[config.mk]
export PLATFORM = sky130hd
export DESIGN_NAME = stroke_interpolator_flat
export DESIGN_NICKNAME = d
export VERILOG_FILES = /design/src/rtl/stroke_interpolator_pkg.sv /design/src/rtl/stroke_interpolator_if.sv /design/src/rtl/bresenham_stepper.sv /design/src/rtl/stroke_interpolator.sv /design/src/flat_wrapper.sv
export SDC_FILE = /design/constraint.sdc
export NUM_CORES = 1
export LEC_CHECK = 0
export ABC_AREA = 1
export CORE_ASPECT_RATIO = 0.75
export CORE_MARGIN = 1.5
export CORE_UTILIZATION = 35
export DETAILED_ROUTE_END_ITERATION = 10
export PLACE_DENSITY = 0.5
export SLEW_MARGIN = 20
export SYNTH_ARGS = -nofsm -noshare
export SYNTH_HDL_FRONTEND = slang
export SYNTH_SLANG_ARGS = --single-unit
[constraint.sdc]
create_clock -name clk -period 4.8 [get_ports clk]
set_input_delay 1.2 -clock clk [delete_from_list [all_inputs] [get_ports clk]]
set_output_delay 1.2 -clock clk [all_outputs]
set_load 0.005 [all_outputs]
[src/rtl/stroke_interpolator_pkg.sv]
`default_nettype none
// ============================================================================
// Module      : stroke_interpolator_pkg
// Description : Shared colour definitions and small helpers for the stroke
//               interpolator slice.
// Revision    : 1.0 - initial release
// ============================================================================
package stroke_interpolator_pkg;

   // Colour word carried alongside every plotted pixel.
   localparam int COLOR_WIDTH = 4;
   typedef logic [COLOR_WIDTH-1:0] color_t;

   // Colour driven on the pixel bus whenever no pixel is being plotted.
   localparam color_t COLOR_NONE = 4'hF;

   // Larger of two widths, used to size the shared error accumulator.
   function automatic int max_int(input int a, input int b);
      return (a > b) ? a : b;
   endfunction

endpackage
`default_nettype wire

[src/rtl/stroke_interpolator_if.sv]
`default_nettype none
// ============================================================================
// Module      : stroke_interpolator_if
// Description : Cursor-in / pixel-out bus of the stroke interpolator.
//               master = cursor source and canvas side, slave = interpolator.
// Revision    : 1.0 - initial release
// ============================================================================
interface stroke_interpolator_if
   import stroke_interpolator_pkg::*;
#(
   parameter int WIDTH  = 640,
   parameter int HEIGHT = 480
);
   localparam int XW = $clog2(WIDTH);
   localparam int YW = $clog2(HEIGHT);

   logic          enable;
   logic [XW-1:0] cursor_x;
   logic [YW-1:0] cursor_y;
   color_t        input_color;
   logic [XW-1:0] pixel_x;
   logic [YW-1:0] pixel_y;
   color_t        pixel_color;
   logic          pixel_valid;
   logic          busy;

   modport master (
      output enable, cursor_x, cursor_y, input_color,
      input  pixel_x, pixel_y, pixel_color, pixel_valid, busy
   );

   modport slave (
      input  enable, cursor_x, cursor_y, input_color,
      output pixel_x, pixel_y, pixel_color, pixel_valid, busy
   );

endinterface
`default_nettype wire

[src/rtl/bresenham_stepper.sv]
`default_nettype none
// ============================================================================
// Module      : bresenham_stepper
// Description : Bresenham line walker. load captures the start/end points,
//               each step advances one point. x/y show the point the next
//               step lands on; done flags that this step reaches the end.
// Revision    : 1.0 - initial release
// ============================================================================
module bresenham_stepper
   import stroke_interpolator_pkg::*;
#(
   parameter int XW = 10,
   parameter int YW = 9
) (
   input  logic          clk,
   input  logic          reset_n,
   input  logic          load,
   input  logic [XW-1:0] x0,
   input  logic [YW-1:0] y0,
   input  logic [XW-1:0] x1,
   input  logic [YW-1:0] y1,
   input  logic          step,
   output logic [XW-1:0] x,
   output logic [YW-1:0] y,
   output logic          done
);
   // Two guard bits: one for the sign, one for the doubled error term.
   localparam int EW = max_int(XW, YW) + 2;

   logic [XW-1:0]        r_x;
   logic [YW-1:0]        r_y;
   logic [XW-1:0]        r_x1;
   logic [YW-1:0]        r_y1;
   logic signed [EW-1:0] r_dx;
   logic signed [EW-1:0] r_dy;
   logic signed [EW-1:0] r_err;
   logic                 r_xneg;
   logic                 r_yneg;

   logic signed [EW-1:0] w_x0s;
   logic signed [EW-1:0] w_y0s;
   logic signed [EW-1:0] w_x1s;
   logic signed [EW-1:0] w_y1s;
   logic signed [EW-1:0] w_ddx;
   logic signed [EW-1:0] w_ddy;
   logic signed [EW-1:0] w_adx;
   logic signed [EW-1:0] w_ady;
   logic signed [EW-1:0] w_e2;
   logic signed [EW-1:0] w_err_n;
   logic                 w_xstep;
   logic                 w_ystep;
   logic [XW-1:0]        w_nx;
   logic [YW-1:0]        w_ny;

   assign w_x0s = EW'(x0);
   assign w_y0s = EW'(y0);
   assign w_x1s = EW'(x1);
   assign w_y1s = EW'(y1);
   assign w_ddx = w_x1s - w_x0s;
   assign w_ddy = w_y1s - w_y0s;
   assign w_adx = w_ddx[EW-1] ? -w_ddx : w_ddx;
   assign w_ady = w_ddy[EW-1] ? -w_ddy : w_ddy;

   // Next point and error term from the current Bresenham state.
   always_comb begin
      w_e2    = r_err <<< 1;
      w_xstep = (w_e2 >= r_dy);
      w_ystep = (w_e2 <= r_dx);
      w_err_n = r_err;
      w_nx    = r_x;
      w_ny    = r_y;
      if (w_xstep) begin
         w_err_n = w_err_n + r_dy;
         w_nx    = r_xneg ? (r_x - XW'(1)) : (r_x + XW'(1));
      end
      if (w_ystep) begin
         w_err_n = w_err_n + r_dx;
         w_ny    = r_yneg ? (r_y - YW'(1)) : (r_y + YW'(1));
      end
   end

   assign x    = w_nx;
   assign y    = w_ny;
   assign done = (w_nx == r_x1) && (w_ny == r_y1);

   // Line state: captured on load, advanced one point per step.
   always_ff @(posedge clk or negedge reset_n) begin
      if (!reset_n) begin
         r_x    <= '0;
         r_y    <= '0;
         r_x1   <= '0;
         r_y1   <= '0;
         r_dx   <= '0;
         r_dy   <= '0;
         r_err  <= '0;
         r_xneg <= 1'b0;
         r_yneg <= 1'b0;
      end else if (load) begin
         r_x    <= x0;
         r_y    <= y0;
         r_x1   <= x1;
         r_y1   <= y1;
         r_dx   <= w_adx;
         r_dy   <= -w_ady;
         r_err  <= w_adx - w_ady;
         r_xneg <= w_ddx[EW-1];
         r_yneg <= w_ddy[EW-1];
      end else if (step) begin
         r_x   <= w_nx;
         r_y   <= w_ny;
         r_err <= w_err_n;
      end
   end

endmodule
`default_nettype wire

[src/rtl/stroke_interpolator.sv]
`default_nettype none
// ============================================================================
// Module      : stroke_interpolator
// Description : Fills the gap between successive cursor samples while the
//               pen is down by walking a Bresenham line from the last
//               plotted point, one canvas pixel per cycle.
//               Build option STROKE_THICK_EN: every point becomes a 2x2
//               brush emitted over up to four consecutive cycles.
// Revision    : 1.0 - initial release
// ============================================================================
module stroke_interpolator
   import stroke_interpolator_pkg::*;
#(
   parameter int WIDTH  = 640,
   parameter int HEIGHT = 480
) (
   input  logic                clk,
   input  logic                reset_n,
   stroke_interpolator_if.slave bus
);
   localparam int            XW    = $clog2(WIDTH);
   localparam int            YW    = $clog2(HEIGHT);
   localparam logic [XW-1:0] X_MAX = XW'(WIDTH - 1);
   localparam logic [YW-1:0] Y_MAX = YW'(HEIGHT - 1);

   typedef enum logic [1:0] {
      S_IDLE = 2'd0,
      S_PLOT = 2'd1,
      S_LINE = 2'd2
   } state_t;

   state_t        r_state;
   logic          r_anchor_valid;
   logic [XW-1:0] r_ax;
   logic [YW-1:0] r_ay;
   color_t        r_color;
   logic [XW-1:0] r_px;
   logic [YW-1:0] r_py;
   color_t        r_pcolor;
   logic          r_pvalid;
   logic          r_busy;

   logic [XW-1:0] w_cx;
   logic [YW-1:0] w_cy;
   color_t        w_col;
   logic          w_at_anchor;
   logic          w_load;
   logic          w_step;
   logic [XW-1:0] w_sx;
   logic [YW-1:0] w_sy;
   logic          w_done;

   // Cursor is clamped onto the canvas before anything else sees it.
   assign w_cx        = (bus.cursor_x > X_MAX) ? X_MAX : bus.cursor_x;
   assign w_cy        = (bus.cursor_y > Y_MAX) ? Y_MAX : bus.cursor_y;
   assign w_col       = bus.input_color;
   assign w_at_anchor = (w_cx == r_ax) && (w_cy == r_ay);
   assign w_load      = (r_state == S_IDLE) && bus.enable && r_anchor_valid && !w_at_anchor;

`ifdef STROKE_THICK_EN
   // Brush state: base point being expanded and the offsets still to emit
   // ({diag, down, right}); r_last marks the base point as the line end.
   logic [XW-1:0] r_bx;
   logic [YW-1:0] r_by;
   logic [2:0]    r_mask;
   logic          r_last;
   logic [XW-1:0] w_bnx;
   logic [YW-1:0] w_bny;
   logic [2:0]    w_mask_n;

   // Offsets of a 2x2 brush that still land on the canvas.
   function automatic logic [2:0] brush_mask(input logic [XW-1:0] px, input logic [YW-1:0] py);
      logic right;
      logic down;
      right = (px != X_MAX);
      down  = (py != Y_MAX);
      return {right & down, down, right};
   endfunction

   // The line only advances once the current brush has been fully drawn.
   assign w_step = (r_state == S_LINE) && (r_mask == 3'b000) && !r_last;

   // Next brush pixel in (x+1,y), (x,y+1), (x+1,y+1) order.
   always_comb begin
      w_bnx    = r_bx;
      w_bny    = r_by;
      w_mask_n = r_mask;
      if (r_mask[0]) begin
         w_bnx       = r_bx + XW'(1);
         w_mask_n[0] = 1'b0;
      end else if (r_mask[1]) begin
         w_bny       = r_by + YW'(1);
         w_mask_n[1] = 1'b0;
      end else begin
         w_bnx       = r_bx + XW'(1);
         w_bny       = r_by + YW'(1);
         w_mask_n[2] = 1'b0;
      end
   end
`else
   assign w_step = (r_state == S_LINE);
`endif

   bresenham_stepper #(
      .XW (XW),
      .YW (YW)
   ) u_stepper (
      .clk     (clk),
      .reset_n (reset_n),
      .load    (w_load),
      .x0      (r_ax),
      .y0      (r_ay),
      .x1      (w_cx),
      .y1      (w_cy),
      .step    (w_step),
      .x       (w_sx),
      .y       (w_sy),
      .done    (w_done)
   );

   // Stroke FSM with registered pixel outputs; the strobe defaults low each cycle.
   always_ff @(posedge clk or negedge reset_n) begin
      if (!reset_n) begin
         r_state        <= S_IDLE;
         r_anchor_valid <= 1'b0;
         r_ax           <= '0;
         r_ay           <= '0;
         r_color        <= '0;
         r_px           <= '0;
         r_py           <= '0;
         r_pcolor       <= COLOR_NONE;
         r_pvalid       <= 1'b0;
         r_busy         <= 1'b0;
`ifdef STROKE_THICK_EN
         r_bx           <= '0;
         r_by           <= '0;
         r_mask         <= '0;
         r_last         <= 1'b0;
`endif
      end else begin
         r_pvalid <= 1'b0;
         r_pcolor <= COLOR_NONE;
         case (r_state)
            S_IDLE: begin
               if (!bus.enable) begin
                  // Pen up: the next pen-down starts a fresh stroke.
                  r_anchor_valid <= 1'b0;
               end else if (!r_anchor_valid) begin
                  r_state  <= S_PLOT;
                  r_color  <= w_col;
                  r_px     <= w_cx;
                  r_py     <= w_cy;
                  r_pcolor <= w_col;
                  r_pvalid <= 1'b1;
`ifdef STROKE_THICK_EN
                  r_bx     <= w_cx;
                  r_by     <= w_cy;
                  r_mask   <= brush_mask(w_cx, w_cy);
                  r_busy   <= 1'b1;
`endif
               end else if (!w_at_anchor) begin
                  r_state <= S_LINE;
                  r_color <= w_col;
                  r_busy  <= 1'b1;
`ifdef STROKE_THICK_EN
                  r_mask  <= 3'b000;
                  r_last  <= 1'b0;
`endif
               end
            end
            S_PLOT: begin
`ifdef STROKE_THICK_EN
               if (r_mask != 3'b000) begin
                  r_px     <= w_bnx;
                  r_py     <= w_bny;
                  r_pcolor <= r_color;
                  r_pvalid <= 1'b1;
                  r_mask   <= w_mask_n;
               end else begin
                  r_ax           <= r_bx;
                  r_ay           <= r_by;
                  r_anchor_valid <= 1'b1;
                  r_busy         <= 1'b0;
                  r_state        <= S_IDLE;
               end
`else
               r_ax           <= r_px;
               r_ay           <= r_py;
               r_anchor_valid <= 1'b1;
               r_state        <= S_IDLE;
`endif
            end
            S_LINE: begin
`ifdef STROKE_THICK_EN
               if (r_mask != 3'b000) begin
                  r_px     <= w_bnx;
                  r_py     <= w_bny;
                  r_pcolor <= r_color;
                  r_pvalid <= 1'b1;
                  r_mask   <= w_mask_n;
               end else if (r_last) begin
                  r_ax    <= r_bx;
                  r_ay    <= r_by;
                  r_busy  <= 1'b0;
                  r_state <= S_IDLE;
               end else begin
                  r_px     <= w_sx;
                  r_py     <= w_sy;
                  r_pcolor <= r_color;
                  r_pvalid <= 1'b1;
                  r_bx     <= w_sx;
                  r_by     <= w_sy;
                  r_mask   <= brush_mask(w_sx, w_sy);
                  r_last   <= w_done;
               end
`else
               r_px     <= w_sx;
               r_py     <= w_sy;
               r_pcolor <= r_color;
               r_pvalid <= 1'b1;
               if (w_done) begin
                  r_ax    <= w_sx;
                  r_ay    <= w_sy;
                  r_busy  <= 1'b0;
                  r_state <= S_IDLE;
               end
`endif
            end
            default: begin
               r_state <= S_IDLE;
               r_busy  <= 1'b0;
            end
         endcase
      end
   end

   assign bus.pixel_x     = r_px;
   assign bus.pixel_y     = r_py;
   assign bus.pixel_color = r_pcolor;
   assign bus.pixel_valid = r_pvalid;
   assign bus.busy        = r_busy;

endmodule
`default_nettype wire
[src/flat_wrapper.sv]
// flat-port wrapper written by rule: the top's interface ports become plain ports
module stroke_interpolator_flat import stroke_interpolator_pkg::*;
#(
   parameter int WIDTH  = 640,
   parameter int HEIGHT = 480
)
  (clk, reset_n, bus_enable, bus_cursor_x, bus_cursor_y, bus_input_color, bus_pixel_x, bus_pixel_y, bus_pixel_color, bus_pixel_valid, bus_busy);
  stroke_interpolator_if #(.WIDTH(WIDTH), .HEIGHT(HEIGHT)) bus_i ();
  input  logic clk;
  input  logic reset_n;
  input wire logic [$bits(bus_i.enable)-1:0] bus_enable;
  input wire logic [$bits(bus_i.cursor_x)-1:0] bus_cursor_x;
  input wire logic [$bits(bus_i.cursor_y)-1:0] bus_cursor_y;
  input wire logic [$bits(bus_i.input_color)-1:0] bus_input_color;
  output wire logic [$bits(bus_i.pixel_x)-1:0] bus_pixel_x;
  output wire logic [$bits(bus_i.pixel_y)-1:0] bus_pixel_y;
  output wire logic [$bits(bus_i.pixel_color)-1:0] bus_pixel_color;
  output wire logic [$bits(bus_i.pixel_valid)-1:0] bus_pixel_valid;
  output wire logic [$bits(bus_i.busy)-1:0] bus_busy;
  assign bus_i.enable = bus_enable;
  assign bus_i.cursor_x = bus_cursor_x;
  assign bus_i.cursor_y = bus_cursor_y;
  assign bus_i.input_color = bus_input_color;
  assign bus_pixel_x = bus_i.pixel_x;
  assign bus_pixel_y = bus_i.pixel_y;
  assign bus_pixel_color = bus_i.pixel_color;
  assign bus_pixel_valid = bus_i.pixel_valid;
  assign bus_busy = bus_i.busy;
  stroke_interpolator #(.WIDTH(WIDTH), .HEIGHT(HEIGHT)) u_core (.clk(clk), .reset_n(reset_n), .bus(bus_i));
endmodule
==> metrics, run 1 <==
Crit. End Element=flip-flop; DP HPWL=25.6 mm; total chip power=8.11 mW; area of the die=around 30000 µm²; htree depth=4; fmax=approximately 210 MHz; vias in the first global route=between 9k and 10k; clock skew=~10 ps; CP max stage delay=~470 ps; TritonCTS buffer count=17; Core Footprint=just under 30000 µm²; drt total wl=~34 mm; WL met2=14.3 mm; relative slew slack=24.2%; start of the worst register-to-register path=u_core.u_stepper.r_err[10]$_DFFE_PN0P_; Period Utilization, post-route=97.1%; area delta synth->final=32.1%; GR Overflow Total=0; total iterations of the first detailed-routing run=5; die height=151 µm; Yosys warnings=0; Startpoint Class=input port; Synth Register Bits=~130; Global Route Usage Sum=between 20% and 30%; Inst Count DP=1997; crit path to=u_core.u_stepper.r_err[9]$_DFFE_PN0P_; Worst Hold Class=flip-flop to flip-flop; crit-path cells=clkdlybuf4s50_1 > inv_2 > nor4_4 > buf_6 > nor2_2 > ha_2 > fa_2 > buf_4 > nor2_2 > nor2_2 > o21ai_2 > xor2_1 > buf_4 > nand2_1 > nand2_1 > nand2_1 > nand2_1 > nand2_4 > ha_4 > a21oi_1 > o2111ai_2 > a21oi_1 > o21ai_0 > a31oi_1; I/O pin cnt=slightly above 50; Synth cell types=44; met3 wire len=~1.9 mm; maximum vdd drop=approximately 0.33 mV; Post-Syn Nets=1557; Final ANT Viol Nets=0; CP dominant cell by count=nand2_1; Hold Vio Cnt, Final=0; Worst path slowest cell=clkdlybuf4s50_1; Horiz. Die Dim=201 µm; TritonCTS clock tree=yes; top routing layer in use=met4; worst path bufs/invs=5; final non-filler cell total=2036; maxcap violations=0; ys async rst share=100%; Nets=approximately 1.8k; register area share after synthesis=~30%; status=finished clean; Post-Syn Instances=1434; fin. max-slew vios=0; 1st-iter DRT viols=a little under 600; leakage power=about 6.8 nW; num rows=54; vias per std cell=~5.0; critical-path maximum fanout=5; Setup violations, final=0; Clk Latency, worst-skew pair=450 ps; final hold slack=492 ps; path length in cells of the critical path=24; global-route wire length before repair=approximately 54 mm; capturing point of the worst reg2reg path=u_core.u_stepper.r_err[8]$_DFFE_PN0P_; critical path arrival=slightly above 5000 ps; crit path kind=input port to flip-flop; fill count=~3.0k; Post-Syn Area=~10000 µm²; DRC=0; antenna violations before repair=0; Power Dens Cells=between 500 and 600 nW/µm²; largest net degree at the start of global routing=74; Post-synth top flop=dfrtp_1; final core utilization=46.8%; Clock Path Buffers=2; clock-pin transition on the worst setup and hold timing paths=around 60 ps; ANT cells=0; RSZ-0062 raised after global routing=yes; layout cells sized above 1=approximately a fifth; vias=roughly 10k; CTS Hold Buffers Added=0; Buffers on Ports=50; root buffer cell=clkbuf_16; Tmin final=~4700 ps; Reg2Reg Depth=23; Post-Synthesis Mean Instance Area=7.15 µm²; CP required=between 5000 and 6000 ps; Slew @ Worst Pin=approximately 1100 ps; wire length on met1=17.6 mm; clock sink total=126; EDFF count, synth=0; placer congestion estimate=slightly above 0.9; Routed WL per cell=16.8 µm; Critical Path Source=bus_cursor_y[5]; Top delay family on crit path=buffers and inverters; Initial Utilization=about 35%; flop-to-flop setup slack=740 ps
placed cells by master (no fill, tap or decap), drive strengths merged, types with 7 or more instances in the layout:
| cell | n |
|---|---|
| o221ai | 29 |
| o211ai | 13 |
| fa | 7 |
| xnor2 | 13 |
| dfrtp | 122 |
| clkbuf | 21 |
| clkinv | 7 |
| a31oi | 13 |
| o21ai | 105 |
| nor3 | 14 |
| nand3b | 11 |
| buf | 172 |
| a21oi | 74 |
| ha | 90 |
| nor2 | 87 |
| clkdlybuf4s50 | 43 |
| xor2 | 48 |
| nand2 | 374 |
| nand3 | 103 |
| nand4 | 21 |
| o21bai | 11 |
| inv | 219 |
kinds of logic after synthesis:
kind of cell             Yosys count  share of synthesized area (%)
AO/OA/AOI/OAI                    265                           15.2
AND/OR/NAND/NOR                  618                           25.7
adder cells (fa/ha/maj)           97                           12.4
multiplexers                       4                          0.439
flip-flops                       126                           30.8
buffers and inverters            263                           10.2
XOR/XNOR                          61                           5.21
worst min-delay path by stage:
| stage | from | to | slack, ps | depth (start not counted) |
|---|---|---|---|---|
| floorplan | u_core.bus.busy$_DFFE_PN0P_ | u_core.bus.busy$_DFFE_PN0P_ | 460 | 2 |
| global route | u_core.bus.busy$_DFFE_PN0P_ | u_core.bus.busy$_DFFE_PN0P_ | 520 | 2 |
| detailed placement | u_core.bus.busy$_DFFE_PN0P_ | u_core.bus.busy$_DFFE_PN0P_ | 470 | 2 |
| CTS | u_core.bus.busy$_DFFE_PN0P_ | u_core.bus.busy$_DFFE_PN0P_ | 490 | 2 |
| finish | u_core.bus.busy$_DFFE_PN0P_ | u_core.bus.busy$_DFFE_PN0P_ | 490 | 2 |
| global placement | u_core.bus.busy$_DFFE_PN0P_ | u_core.bus.busy$_DFFE_PN0P_ | 470 | 2 |
through the flow:
| stage | area, µm² | TNS, ps | setup WS (ps) |
|---|---|---|---|
| after floorplan | 10300 | 0 | 18.1 |
| after global placement | 12300 | -3940 | -632 |
| after detailed placement | 12300 | -4780 | -712 |
| after CTS | 13000 | -21.0 | -21.0 |
| after global routing | 13500 | -189 | -93.5 |
| final | 13500 | 0 | 140 |
worst register-to-register path: cells and delay by family (launching register included):
family / cells / cell delay, ps
AOI/OAI and AO/OA: 4 / 690
xor gates and xnor gates: 1 / 150
adders and majority gates: 3 / 1150
buffers and inverters: 1 / 160
DFF: 1 / 470
and+or+nand+nor: 14 / 1340
synth_stat cells (2+ instances only):
library cell  number  area share (%)
nor2_2             2            0.12
nand2_1          367              13
nor2_1            85             3.1
o22ai_1            6            0.37
o21bai_1          11            0.81
buf_4              2            0.15
clkinv_1           2           0.073
inv_2              3            0.11
o211ai_1          13            0.95
buf_1              2           0.073
xnor2_1           13             1.1
nand2_2            5            0.31
a31oi_1           13            0.79
buf_6              5            0.55
buf_2              3            0.15
ha_1              90              11
o221ai_1          29             2.5
inv_1            215             7.9
dfstp_2            4             1.0
fa_1               7             1.4
mux2_2             4            0.44
nand3_1          100             4.9
nand4_1           20             1.2
a21oi_1           74             3.6
a21o_1             6            0.44
o21ai_0          104             5.1
dfrtp_1          122              30
nor3_1            13            0.63
o2111ai_1          5            0.43
xor2_1            48             4.1
nand3b_1          11            0.81
clkbuf_1          30             1.1
nand2_4            2            0.22
or2_2              6            0.37
nand3_2            3            0.29
layout make-up:
class | instances | area, µm² | area share (%)
Inverter | 220 | 828 | 6.12
Clock buffer | 21 | 470 | 3.48
Sequential cell | 126 | 3160 | 23.3
Multi-Input combinational cell | 1045 | 6620 | 48.9
Timing Repair Buffer | 221 | 1830 | 13.5
Tap cell | 392 | 490 | 3.62
Clock inverter | 11 | 139 | 1.03
registers in the layout, summed over array words and instances (netlist names), 9 cells and up:
register	cells
u_core.u_stepper.r_dx	12
u_core.u_stepper.r_dy	12
u_core.u_stepper.r_err	11
u_core.bus.pixel_x	10
u_core.r_ax	10
u_core.u_stepper.r_x1	10
u_core.u_stepper.r_x	10
u_core.bus.pixel_y	9
u_core.r_ay	9
u_core.u_stepper.r_y1	9
u_core.u_stepper.r_y	9
report_power, final:
group / internal, mW / total, mW / switching [mW]
combinational: 2.13 / 5.14 / 3.01
clock: 0.853 / 1.38 / 0.529
sequential: 1.35 / 1.59 / 0.242
metal layers:
metal  vias up  GRT usage, %
met2       241          35.0
met4         0          5.26
li1       5116             -
met3        25          4.30
met1      4846          34.2
met5         -             0
what timing repair did:
action / in CTS / in global routing
gates resized for setup: 26 / 107
setup buffers: 1 / 6
pin swaps: 8 / 43
setup endpoints to repair: 6 / 7
Power figures use the tool's default switching activity.
==> inputs of run 2 (changes only) <==
--- a/config.mk
+++ b/config.mk
@@ -8,7 +8,7 @@
 export ABC_AREA = 1
 export CORE_ASPECT_RATIO = 0.75
-export CORE_MARGIN = 1.5
 export CORE_UTILIZATION = 35
 export DETAILED_ROUTE_END_ITERATION = 10
+export HOLD_SLACK_MARGIN = 0.12
 export PLACE_DENSITY = 0.5
 export SLEW_MARGIN = 20
==> constraint.sdc (replaced) <==
create_clock -name clk -period 4.8 [get_ports clk]
set_input_delay 0.96 -clock clk [delete_from_list [all_inputs] [get_ports clk]]
set_output_delay 0.96 -clock clk [all_outputs]
set_load 0.005 [all_outputs]
==> run 2 against run 1 <==
Cell count is 1.1% lower. Cell area decreased by 2.4%. Worst setup slack gained 78 ps. Flip-flop and latch count did not move. Non-clock buffer count decreased by 15. Largest power group unchanged. Clock-buffer cell count unchanged. Combinational power down 4%. Maximum frequency rose by 1.7%.
==> metrics, run 2 (synthesis gave the netlist of run 1 again) <==
Crit. End Element=flip-flop; DRC=0; NetSw=3.73 mW; Worst path slowest cell=clkdlybuf4s50_1; critical path arrival=slightly below 5000 ps; CTS Hold Buffers Added=0; Horiz. Die Dim=200 µm; crit path kind=input port to flip-flop; fmax=218 MHz; total chip power=around 7.9 mW; layout cells sized above 1=between 10% and 20%; antenna violations before repair=0; Seq pwr share=between 20% and 30%; global-route wire length before repair=53.1 mm; internal power=between 4 and 5 mW; Critical Path Source=bus_cursor_y[7]; cell area after placement=approximately 12000 µm²; leakage power=6.62 nW; root buffer cell=clkbuf_16; die height=between 150 and 200 µm; final core utilization=~47%; Nets=roughly 1.7k; Tmin final=4580 ps; Comb power frac=between 60 and 70%; Startpoint Class=input port; post-route setup slack=approximately 220 ps; total iterations of the first detailed-routing run=5; Clk Latency, worst-skew pair=450 ps; Setup violations, final=0; Net Sw Frac=between 40% and 50%; final setup TNS=0 ps; clock-pin transition on the worst setup and hold timing paths=about 60 ps; CP dominant cell by count=nand2_1; start of the worst register-to-register path=u_core.u_stepper.r_err[8]$_DFFE_PN0P_; num rows=53; htree depth=4; fin area=13200 µm²; Top Registers=u_core.u_stepper.r_dx: 12 flops, u_core.u_stepper.r_dy: 12 flops, u_core.u_stepper.r_err: 11 flops; critical-path maximum fanout=6; Hold Vio Cnt, Final=0; commonest non-fill, non-tap cell in the layout=nand2_1; CP max stage delay=490 ps; Inst Count DP=1976; status=finished clean; maximum vdd drop=0.288 mV; largest net degree at the start of global routing=between 90 and 100; relative slew slack=around 23%; CP required=between 5000 and 6000 ps; Clock power frac=about 17%; clock skew=about 11 ps; Slew @ Worst Pin=around 1200 ps; area of the die=30000 µm²; vias=10.1k; vias in the first global route=9546; Clock Path Buffers=2; final hold slack=around 470 ps; placer congestion estimate=~0.88; TritonCTS buffer count=17; Initial Utilization=between 30 and 40%; area delta synth->final=28.9%; Global Route Usage Sum=between 20% and 30%; vias per std cell=~5.0; Top delay family on crit path=simple AND/OR/NAND/NOR gates; ANT cells=0; Power Dens Cells=around 600 nW/µm²; maxcap violations=0; final non-filler cell total=just over 2k; Routed WL per cell=16.7 µm; TritonCTS clock tree=yes; clock sink total=126; DP Worst Slack=-490 ps; Core Footprint=28400 µm²; Period Utilization, post-route=roughly 95%; fin. max-slew vios=0; 1st-iter DRT viols=roughly 620; Worst Hold Class=input port to asynchronous set/reset pin; worst path bufs/invs=5; Buffers on Ports=50; drt total wl=around 34 mm; commonest non-fill, non-tap cells in the layout=362 x nand2_1, 207 x inv_1, 154 x buf_4; DP HPWL=between 20 and 30 mm; I/O pin cnt=51; Final ANT Viol Nets=0; GR Overflow Total=0
-- run 2: cell types whose count changed in the layout (fill, tap and decap cells not counted), sizes merged --
| cell | delta |
|---|---|
| dlymetal6s2s | -4 |
| buf | -15 |
| clkinvlp | +1 |
| clkinv | -1 |
| clkdlybuf4s50 | +4 |
-- run 2: power by group through the flow --
stage | Clock, mW | Sequential, mW | Combinational [mW]
detailed placement | 0 | 1.62 | 4.76
finish | 1.38 | 1.61 | 4.95
global route | 1.45 | 1.64 | 5.58
global placement | 0 | 1.62 | 4.71
CTS | 1.40 | 1.60 | 4.80
floorplan | 0 | 1.54 | 3.33
-- run 2: final cells by class --
| type | instances | area (µm²) |
|---|---|---|
| flip-flops and latches | 126 | 3160 |
| multi-input cells | 1045 | 6420 |
| inverters | 220 | 826 |
| clock inverters | 11 | 138 |
| repair buffers | 206 | 1700 |
| clock buffers | 21 | 480 |
| well taps | 385 | 482 |
| fillers | 2911 | 15200 |
-- run 2: path summary, 6_finish.rpt --
path                       slack [ps]                                     end  cells past startpoint
max                               220  u_core.u_stepper.r_err[10]$_DFFE_PN0P_                     26
min                               470           u_core.r_color[2]$_DFFE_PN0P_                      1
max reg2reg                       480   u_core.u_stepper.r_err[8]$_DFFE_PN0P_                     23
min reg2reg                       480             u_core.bus.busy$_DFFE_PN0P_                      2
max in group asynchronous        3370    u_core.u_stepper.r_y1[5]$_DFFE_PN0P_                      2
min in group clk                  480             u_core.bus.busy$_DFFE_PN0P_                      2
-- run 2: layer usage --
metal | share of wire (%) | global-route usage (%) | vias up
li1 | - | - | 5088
met1 | 52 | 36.1 | 4762
met2 | 41 | 33.2 | 231
met3 | 6.0 | 4.86 | 28
met4 | 1.2 | 5.57 | 0
met5 | 0 | 0 | -
-- run 2: timing repair --
item	CTS	global route
buffers inserted	1	5
endpoints found under the setup margin	2	7
gates resized for setup	2	72
pin swaps	1	25
==> inputs of run 3 (changes only) <==
- CTS_CLUSTER_DIAMETER: not set -> 200
==> results of run 3 <==
The final DEF is identical to that of run 2; final timing and power are the same.
